File: config.mk
export PLATFORM = sky130hd
export DESIGN_NAME = calc_alu_seq
export DESIGN_NICKNAME = d
export VERILOG_FILES = /design/src/rtl/calc_alu_seq.sv
export SDC_FILE = /design/constraint.sdc
export NUM_CORES = 1
export LEC_CHECK = 0
export CORE_MARGIN = 10
export CORE_UTILIZATION = 61
export DETAILED_ROUTE_END_ITERATION = 8
export PLACE_DENSITY = 0.95
export SYNTH_ARGS = -nofsm -noshare
export SYNTH_HDL_FRONTEND = slang
export SYNTH_SLANG_ARGS = --single-unit
File: constraint.sdc
create_clock -name clk_i -period 6.15 [get_ports clk_i]
set_clock_uncertainty 0.05 [all_clocks]
set_input_delay 1.23 -clock clk_i [delete_from_list [all_inputs] [get_ports clk_i]]
set_output_delay 1.23 -clock clk_i [all_outputs]
set_load 0.05 [all_outputs]
File: src/rtl/calc_alu_seq.sv
// calc_alu_seq: clocked unsigned ADD/SUB/MUL/DIV calculator core with a
// start/busy/done handshake. ADD, SUB and divide-by-zero finish in a single
// execute cycle. MUL (shift-add) and DIV (restoring) work one bit per clock.
// Optional feature macro: CALC_REM_EN. When it is defined, the DIV remainder
// is kept and driven on rem_o. When it is undefined, rem_o is tied to zero.
module calc_alu_seq #(
    parameter int WIDTH = 7
) (
    input  logic             clk_i,
    input  logic             rst_i,
    input  logic             on_off_i,
    input  logic             start_i,
    input  logic [1:0]       op_i,
    input  logic [WIDTH-1:0] a_i,
    input  logic [WIDTH-1:0] b_i,
    output logic [WIDTH-1:0] result_o,
    output logic [WIDTH-1:0] rem_o,
    output logic             busy_o,
    output logic             done_o,
    output logic             ovf_o,
    output logic             div_zero_o,
    output logic [3:0]       op_led_o
);

    localparam int CW = $clog2(WIDTH + 1);
    localparam logic [CW-1:0] LAST_CNT = CW'(WIDTH);

    localparam logic [1:0] OP_ADD = 2'b00;
    localparam logic [1:0] OP_SUB = 2'b01;
    localparam logic [1:0] OP_MUL = 2'b10;

    typedef enum logic [1:0] {
        IDLE,
        EXEC,
        RUN,
        DONE
    } state_t;

    state_t               state_q, state_d;
    logic [1:0]           op_q, op_d;
    logic [WIDTH-1:0]     a_q, a_d;
    logic [WIDTH-1:0]     b_q, b_d;
    logic [2*WIDTH-1:0]   work_q, work_d;
    logic [CW-1:0]        cnt_q, cnt_d;
    logic [WIDTH-1:0]     result_q, result_d;
    logic                 ovf_q, ovf_d;
    logic                 divZero_q, divZero_d;
    logic [3:0]           opLed_q, opLed_d;
`ifdef CALC_REM_EN
    logic [WIDTH-1:0]     rem_q, rem_d;
`endif

    logic [WIDTH:0]       addSum;
    logic [WIDTH:0]       subDiff;
    logic [WIDTH:0]       mulSum;
    logic [WIDTH:0]       divShift;
    logic [WIDTH-1:0]     divDiff;
    logic                 divBit;
    logic [WIDTH-1:0]     divRem;

    // State and datapath registers. Reset overrides power and start.
    always_ff @(posedge clk_i) begin
        if (rst_i) begin
            state_q   <= IDLE;
            op_q      <= '0;
            a_q       <= '0;
            b_q       <= '0;
            work_q    <= '0;
            cnt_q     <= '0;
            result_q  <= '0;
            ovf_q     <= 1'b0;
            divZero_q <= 1'b0;
            opLed_q   <= '0;
`ifdef CALC_REM_EN
            rem_q     <= '0;
`endif
        end else begin
            state_q   <= state_d;
            op_q      <= op_d;
            a_q       <= a_d;
            b_q       <= b_d;
            work_q    <= work_d;
            cnt_q     <= cnt_d;
            result_q  <= result_d;
            ovf_q     <= ovf_d;
            divZero_q <= divZero_d;
            opLed_q   <= opLed_d;
`ifdef CALC_REM_EN
            rem_q     <= rem_d;
`endif
        end
    end

    // Next-state logic and arithmetic.
    // work_q holds {high, low}. For MUL this is {partial product, multiplier}.
    // For DIV this is {partial remainder, dividend/quotient}.
    // RUN spends WIDTH bit-steps followed by one write-back cycle.
    always_comb begin
        state_d   = state_q;
        op_d      = op_q;
        a_d       = a_q;
        b_d       = b_q;
        work_d    = work_q;
        cnt_d     = cnt_q;
        result_d  = result_q;
        ovf_d     = ovf_q;
        divZero_d = divZero_q;
        opLed_d   = opLed_q;
`ifdef CALC_REM_EN
        rem_d     = rem_q;
`endif

        addSum   = {1'b0, a_q} + {1'b0, b_q};
        subDiff  = {1'b0, a_q} - {1'b0, b_q};
        mulSum   = {1'b0, work_q[2*WIDTH-1:WIDTH]} + (work_q[0] ? {1'b0, a_q} : '0);
        divShift = work_q[2*WIDTH-1:WIDTH-1];
        divDiff  = divShift[WIDTH-1:0] - b_q;
        divBit   = (divShift >= {1'b0, b_q});
        divRem   = divBit ? divDiff : divShift[WIDTH-1:0];

        case (state_q)
            IDLE: begin
                if (start_i && on_off_i) begin
                    op_d      = op_i;
                    a_d       = a_i;
                    b_d       = b_i;
                    ovf_d     = 1'b0;
                    divZero_d = 1'b0;
                    opLed_d   = 4'b0001 << op_i;
                    cnt_d     = '0;
                    if (op_i == OP_MUL) begin
                        work_d  = {{WIDTH{1'b0}}, b_i};
                        state_d = RUN;
                    end else if (op_i[1] && (b_i != '0)) begin
                        work_d  = {{WIDTH{1'b0}}, a_i};
                        state_d = RUN;
                    end else begin
                        state_d = EXEC;
                    end
                end
            end
            EXEC: begin
                state_d = DONE;
                case (op_q)
                    OP_ADD: begin
                        result_d = addSum[WIDTH-1:0];
                        ovf_d    = addSum[WIDTH];
`ifdef CALC_REM_EN
                        rem_d    = '0;
`endif
                    end
                    OP_SUB: begin
                        result_d = subDiff[WIDTH-1:0];
                        ovf_d    = subDiff[WIDTH];
`ifdef CALC_REM_EN
                        rem_d    = '0;
`endif
                    end
                    default: begin
                        result_d  = {WIDTH{1'b1}};
                        divZero_d = 1'b1;
`ifdef CALC_REM_EN
                        rem_d     = a_q;
`endif
                    end
                endcase
            end
            RUN: begin
                if (cnt_q == LAST_CNT) begin
                    state_d  = DONE;
                    result_d = work_q[WIDTH-1:0];
                    if (op_q == OP_MUL) begin
                        ovf_d = |work_q[2*WIDTH-1:WIDTH];
`ifdef CALC_REM_EN
                        rem_d = '0;
`endif
                    end else begin
                        ovf_d = 1'b0;
`ifdef CALC_REM_EN
                        rem_d = work_q[2*WIDTH-1:WIDTH];
`endif
                    end
                end else begin
                    cnt_d = cnt_q + CW'(1);
                    if (op_q == OP_MUL) begin
                        work_d = {mulSum, work_q[WIDTH-1:1]};
                    end else begin
                        work_d = {divRem, work_q[WIDTH-2:0], divBit};
                    end
                end
            end
            DONE: begin
                state_d = IDLE;
            end
            default: begin
                state_d = IDLE;
            end
        endcase

        if (!on_off_i) begin
            state_d   = IDLE;
            result_d  = '0;
            ovf_d     = 1'b0;
            divZero_d = 1'b0;
            opLed_d   = '0;
`ifdef CALC_REM_EN
            rem_d     = '0;
`endif
        end
    end

    assign result_o   = result_q;
    assign busy_o     = (state_q != IDLE);
    assign done_o     = (state_q == DONE);
    assign ovf_o      = ovf_q;
    assign div_zero_o = divZero_q;
    assign op_led_o   = on_off_i ? opLed_q : 4'b0000;
`ifdef CALC_REM_EN
    assign rem_o      = rem_q;
`else
    assign rem_o      = '0;
`endif

endmodule
## After elaboration in Yosys (flattened, before gate mapping)

Cells that the tools add are included.

| storage, ports and cells | value |
|---|---|
| bits in registers | 48 |
| bits in latches | 0 |
| RAM bits | 0 |
| ROM bits | 0 |
| input bits | 20 |
| output and inout port bits | 22 |
| logic and storage cells | 78 |
| memories | 0 |

| cells by class | value |
|---|---|
| add/sub/neg operators | 5 |
| $mul | 0 |
| divide/modulo/power cells | 0 |
| $lt $le $gt $ge | 1 |
| equality and inequality tests | 13 |
| shift-type cells | 1 |
| muxes and demuxes | 27 |
| bitwise operators | 1 |
| reductions and logical operators | 20 |

Operators by type and width:

| kind | count |
|---|---|
| 14-bit two-way mux | 5 |
| 14-bit one-hot mux with 2 select lines | 1 |
| 7-bit one-hot mux with 2 select lines | 2 |
| 7-bit two-way mux | 3 |
| 7-bit by 7-bit adder with 8-bit output | 2 |
| 2-bit == test (second input constant) | 4 |
| 8-bit by 7-bit greater-or-equal comparator with 1-bit output | 1 |
| 2-bit two-way mux | 4 |
| 2-bit inequality test (second input constant) | 4 |
| 2-bit one-hot mux with 4 select lines | 1 |
| 4-bit AND reduction | 2 |
| 2-bit nonzero test | 4 |
| 7-bit by 7-bit subtractor with 8-bit output | 1 |
| 7-bit nonzero test | 1 |
| 7-bit OR reduction | 1 |
| 7-bit subtractor | 1 |
| 3-bit two-way mux | 2 |
| 3-bit inequality test (second input constant) | 2 |
| 3-bit one-hot mux with 2 select lines | 1 |
| 2-bit AND reduction | 3 |
| 3-bit AND reduction | 2 |
| 2-bit by 1-bit == test with 1-bit output (second input constant) | 2 |
| 2-bit zero test | 2 |
| 1-bit two-way mux | 4 |
| 10 further kinds | 13 |

## Logic depth before layout (Yosys ltp)

Gate-level depths: netlist of run 1.

| logic depth | value |
|---|---|
| depth in word-level cells | 6 |
| mapped depth | 10 |
| gate-level depth less buffers | 10 |

## Worst setup path after synthesis of run 1

OpenSTA, ideal clock, no wires.

| path | value |
|---|---|
| path type | input to output |
| from | input port on_off_i |
| to | output port op_led_o[0] |
| arrival time | 1.642 ns |
| required time | 4.870 ns |
| setup slack | 3.228 ns |
| cell stages on the path | 1 |
| path through | and2_1 |

| on the way | value |
|---|---|
| cells in the longest elaborated chain, start to end | 1 |

Ends and longest elaborated chain:

| item | line | text |
|---|---|---|
| start: declaration | 11 | `input logic on_off_i,` |
| 4-bit two-way mux | 217 | `assign op_led_o = on_off_i ? opLed_q : 4'b0000;` |
| end: declaration | 22 | `output logic [3:0] op_led_o` |

Every way passes these cells.

## Worst setup path in the final report of run 1

Ends and elaborated chain as after synthesis.

==> run_results.csv, run 1 <==
group,metric,value,unit
run_status,run_status,"finished clean",
clock_tree,cts_made_buffers,5,
sta,slew_viol_final,0,
critical_path,arrival,2840,ps
floorplan,initial_core_util,62.3,%
run,cap_viol_max_count,0,
synthesis,yosysSeqAreaShare,26.2,%
critical_path,cp_top_family,"buffers and inverters",
clock_tree,cts_tree,"done",
synthesis,synth-seq-cells,48,
clock_tree,cts_root_buf,"clkbuf_8",
global_routing,grt_pass1_wl,16.0,mm
sta,rsz0062_at_grt,"no",
critical_path,criticalPathCategory,"input port to output port",
global_routing,grt_max_degree,32,
critical_path,rrSetupSlack,3250,ps
synthesis,ys_warn_count,0,
detailed_routing,post_drt_wl_per_cell,17.6,um
power_and_ir_drop,vdd_drop_max,0.145,mV
critical_path,r2r-start,"state_q[0]",
synthesis,ys.flop_type,"dfxtp_1",
power_and_ir_drop,leakage,1.56,nW
layout,multiInputGateArea,2480,sq um
global_routing,grt_pass1_vias,3296,
min_path,hp-class,"flop to flop",
layout,antenna-diode-count,0,
detailed_routing,totalWireLength,9.93,mm
sta,slew_headroom,29.3,%
clock_tree,cts_resized,0,
clock_tree,clkTransAtPathRegs,100,ps
synthesis,syn_area_per_cell,7.79,sq um
critical_path,path_cells,"clkdlybuf4s50_1, and2_1, clkdlybuf4s50_1",
clock_tree,clockBufferDepth,2,
global_routing,antenna_found_initial,0,
critical_path,crit_path_start_kind,"input port",
detailed_routing,vias,3580,
min_path,whs_endpoint,"result_o[1]",
critical_path,slowest_stage,"clkdlybuf4s50_1",
min_path,worstHoldStart,"result_o[1]",
clock_tree,clkLatencyLatePin,310,ps
detailed_routing,drtPass1Iterations,5,
detailed_routing,drcViolationCount,0,
synthesis,synthMuxAreaShare,4.40,%
place,gp_congestion,0.954,
floorplan,die_area,9520,sq um
layout,utilization,69.5,%
synthesis,async_flop_share,0,%
critical_path,cp_num_cells,3,
synthesis,synth_fa_ha_area_share,13.8,%
critical_path,crit_top_cell,"clkdlybuf4s50_1",
synthesis,synth_top_family_by_area,"compound AO/OA/AOI/OAI gates",
critical_path,crit_path_max_incr_delay,800,ps
critical_path,cp.required,4870,ps
clock_tree,cts.sinks,48,
detailed_routing,drtAntennaViolNets,0,
critical_path,reg2regPathDepth,9,
sta,period_share,66.9,%
synthesis,synth.most_common_cell,"nand2_1",
synthesis,synthXorXnorAreaFrac,2.15,%
synthesis,syn-cell-area,3670,sq um
synthesis,postSynthCellCount,471,
synthesis,synth_area_leader_cell,"dfxtp_1",
critical_path,reg2reg_to,"work_q[13]",
detailed_routing,vias_per_cell,6.34,
critical_path,end_kind,"output port",
synthesis,synth_area_leaders,"dfxtp_1, ha_1, nand2_1",
layout,layout.nets,547,
place,io_buffers,34,
global_routing,grtUsageTotal,19.9,%
sta,fin_crit,4120,ps
sta,hold_viol,0,
layout,area_growth_syn_to_layout,11.4,%
layout,fillers,468,
synthesis,yosys.area.top_type_share,26.2,%
synthesis,yosys.area_share.simple,22.2,%
layout,drive_above_1_share,6.53,%
floorplan,rows,28,
clock_tree,htree_levels,2,
sta,fin_setup_tns,0,ps
synthesis,synth_compound_area_share,24.4,%
floorplan,coreArea,5890,sq um
critical_path,worstPathMaxFanout,9,
floorplan,fp.dieH,97.6,um
floorplan,ioPinCount,42,
synthesis,synth-edff-count,0,
place,dp_hpwl,7.55,mm
floorplan,die_w,97.6,um
synthesis,ys_types,66,
synthesis,synth_common_cells,"nand2_1, a21oi_1, dfxtp_1, ha_1, inv_1",
sta,fmax,243,MHz
clock_tree,postCtsSetupBuffers,0,
critical_path,path_buf_inv,2,
detailed_routing,drt_iter0_drc,314,
power_and_ir_drop,powerDensity,193,nW/um^2
clock_tree,ctsHoldBuffers,0,
min_path,min_path_cells,2,
sta,tightest_slew,1060,ps
layout,register_area,961,sq um
sta,setup_violations,0,
global_routing,overflow,0,
[where the power goes]
part	internal, W	total (W)	switching, W	leakage (nW)
registers	0.000322	0.000341	0.0000193	0.389
logic	0.0000818	0.000205	0.000123	1.12
clock network	0.000123	0.000242	0.000119	0.0583
total	0.000527	0.000788	0.000262	1.56
[metrics by stage]
stage	hold slack (ps)	setup WS [ps]	instance area (sq um)	power (W)	instances
floorplan	377	3230	3690	0.000497	477
global placement	387	2100	3970	0.000538	557
detailed placement	403	2050	3970	0.000545	557
CTS	417	2050	4090	0.000783	565
global route	451	2000	4090	0.000817	565
finish	411	2030	4090	0.000788	565
[layout by cell type, fill, tap and decap left out, types with 4 or more instances in the layout]
cell type	netlist	final
nand2_1	77	77
a21oi_1	55	55
dfxtp_1	48	48
ha_1	34	34
clkdlybuf4s50_1	0	34
inv_1	22	22
o21ai_0	20	20
nor2_1	19	19
nand3_1	16	16
and2_1	12	12
o211ai_1	10	10
mux2_2	9	9
nor2b_1	8	8
nand2b_1	8	8
nor3_1	8	8
a211oi_1	7	7
conb_1	1	7
mux2i_1	6	6
xnor2_1	6	6
o21a_1	6	6
a21o_1	5	5
clkbuf_8	0	5
o221ai_1	4	4
fa_1	4	4
[final cells by class]
type                            instances  share of cell area, %
Sequential cell                        48                   23.5
Clock inverter                          3                   1.16
Inverter                               22                   2.02
Multi-Input combinational cell        376                   60.6
Timing Repair Buffer                   36                   8.69
Clock buffer                            5                   1.68
Tap cell                               75                   2.30
[per-layer routing]
metal  track usage, %  vias up  share of wire (%)
met1             24.7     1659                 40
met4             6.60        0                2.2
met5                0        -                  0
met3             4.13       31                 10
met2             33.1      203                 47
li1                 -     1687                  -
[worst max path at each step]
stage                        start     endpoint  slack (ps)
after floorplan           on_off_i  op_led_o[0]        3230
after global placement    on_off_i  op_led_o[1]        2100
after detailed placement  on_off_i  op_led_o[0]        2050
after CTS                 on_off_i  op_led_o[0]        2050
after global routing      on_off_i  op_led_o[0]        2000
final                     on_off_i  op_led_o[0]        2030
[cell families (layout without fill, tap and decap cells)]
group                      after synthesis  in the layout
and+or+nand+nor                        168            168
AOI/OAI and AO/OA                      139            139
buffers and inverters                   53             66
DFF                                     48             48
adders and majority gates               38             38
muxes                                   15             15
xor gates and xnor gates                 9              9
other                                    1              7
[flip-flops by register name, summed over array words and instances (netlist names)]
register    cells
work_q         14
a_q             7
state_q         2
cnt_q           3
opLed_q         4
op_q            2
ovf_o           1
result_o        7
div_zero_o      1
b_q             7
[worst min-delay path, stage by stage, from the launching register on]
cell and delay [ps]:
dfxtp_1 320, nand2_1 50, a21oi_1 50
Power figures use the tool's default switching activity.
==> run 2: changes to the inputs <==
- CORE_UTILIZATION: 61 -> 52
- PLACE_DENSITY: 0.95 -> 0.89
- clock period: 6.15 -> 3.5 ns (I/O delays scaled with it)
==> run_results.csv, run 2 (synthesized netlist as in run 1, its figures left out) <==
group,metric,value,unit
min_path,min_path_cells,2,
sta,setup_violations,0,
clock_tree,ctsHoldBuffers,0,
power_and_ir_drop,vdd_drop_max,0.205,mV
sta,slew_viol_final,0,
min_path,hp-class,"flop to flop",
floorplan,die_area,10800,sq um
clock_tree,cts.sinks,48,
power_and_ir_drop,powerDensity,316,nW/um^2
layout,fillers,623,
global_routing,grt_pass1_vias,3254,
layout,layout_commonest_cell,"nand2_1",
critical_path,end_kind,"output port",
global_routing,antenna_found_initial,0,
layout,layout.nets,549,
place,pre_cts_slack,384,ps
layout,drive_above_1_share,6.72,%
sta,period_share,86.7,%
sta,fmax,330,MHz
clock_tree,htree_levels,2,
detailed_routing,vias,3499,
place,io_buffers,34,
critical_path,cp.required,2750,ps
layout,largest_register_ffs,14,
critical_path,r2r-start,"b_q[6]",
sta,fin_crit,3030,ps
critical_path,critPathLaunch,"on_off_i",
run,cap_viol_max_count,0,
layout,area_growth_syn_to_layout,11.9,%
critical_path,arrival,2280,ps
sta,tightest_slew,856,ps
detailed_routing,drt_iter0_drc,244,
layout,top_register,"work_q",
clock_tree,clockBufferDepth,2,
floorplan,die_w,104,um
power_and_ir_drop,leakage,1.56,nW
layout,antenna-diode-count,0,
clock_tree,cts_tree,"done",
detailed_routing,vias_per_cell,5.96,
detailed_routing,post_drt_wl_per_cell,16.1,um
critical_path,crit_path_start_kind,"input port",
detailed_routing,drcViolationCount,0,
clock_tree,cts_root_buf,"clkbuf_8",
floorplan,coreArea,6830,sq um
min_path,whs_endpoint,"opLed_q[1]",
critical_path,criticalPathCategory,"input port to output port",
critical_path,reg2reg_to,"work_q[7]",
global_routing,overflow,0,
critical_path,rrSetupSlack,770,ps
detailed_routing,drtPass1Iterations,7,
place,gp_congestion,0.928,
sta,hold_viol,0,
floorplan,initial_core_util,53.7,%
critical_path,worstPathMaxFanout,9,
detailed_routing,totalWireLength,9.44,mm
sta,fin_ws,467,ps
global_routing,grt_pass1_wl,15.7,mm
detailed_routing,drtAntennaViolNets,0,
layout,layout_common_cells,"nand2_1, a21oi_1, dfxtp_1",
floorplan,rows,30,
min_path,worstHoldStart,"opLed_q[1]",
critical_path,reg2regPathDepth,8,
floorplan,ioPinCount,42,
clock_tree,clkLatencyLatePin,300,ps
clock_tree,cts_made_buffers,5,
place,dp_hpwl,7.47,mm
sta,rsz0062_at_grt,"no",
clock_tree,clkTransAtPathRegs,90,ps
floorplan,fp.dieH,104,um
sta,slew_headroom,43.0,%
global_routing,grt_max_degree,30,
clock_tree,cts_resized,0,
global_routing,grtUsageTotal,17.0,%
run_status,run_status,"finished clean",
sta,fin_setup_tns,0,ps
clock_tree,postCtsSetupBuffers,0,
run 2: final cells by class:
cell class	instances	area, sq um	area share [%]
flip-flops and latches	48	961	23.4
well taps	96	120	2.93
clock buffers	6	82.6	2.01
clock inverters	1	8.76	0.213
inverters	22	82.6	2.01
repair buffers	38	370	9.02
multi-input cells	376	2480	60.4
run 2: report_power, final:
part	internal [W]	switching, W	leakage, nW
clock network	0.000158	0.000185	0.0473
registers	0.000566	0.0000324	0.389
logic	0.000144	0.000213	1.13
run 2: metal layers:
metal  vias up  GRT usage (%)  wire, um
met4         0           5.57       177
met2       152           27.5      4340
li1       1694              -         -
met1      1635           22.2      4190
met3        18           2.91       727
met5         -              0         0
run 2: worst max path at each step:
stage	endpoint	slack [ps]	cells after the start
after floorplan	work_q[12]	1210	10
after global placement	work_q[7]	520	6
after detailed placement	work_q[7]	380	6
final	op_led_o[0]	470	3
after CTS	op_led_o[0]	470	3
after global routing	op_led_o[2]	400	3
run 2: through the flow:
step / std cells / total power (W) / utilization [%] / instance area (sq um) / hold slack, ps
2_1_floorplan: 477 / 0.000874 / - / 3690 / 377
3_3_place_gp: 580 / 0.000948 / 58.7 / 4010 / 391
3_5_place_dp: 580 / 0.000959 / 58.7 / 4010 / 393
4_1_cts: 587 / 0.00129 / 60.1 / 4100 / 406
5_1_grt: 587 / 0.00137 / 60.1 / 4100 / 436
6_report: 587 / 0.00130 / 60.1 / 4100 / 405
run 2: worst max-delay path: stages:
cell,delay (ps)
clkdlybuf4s50_1,610
and2_1,160
clkdlybuf4s50_1,810
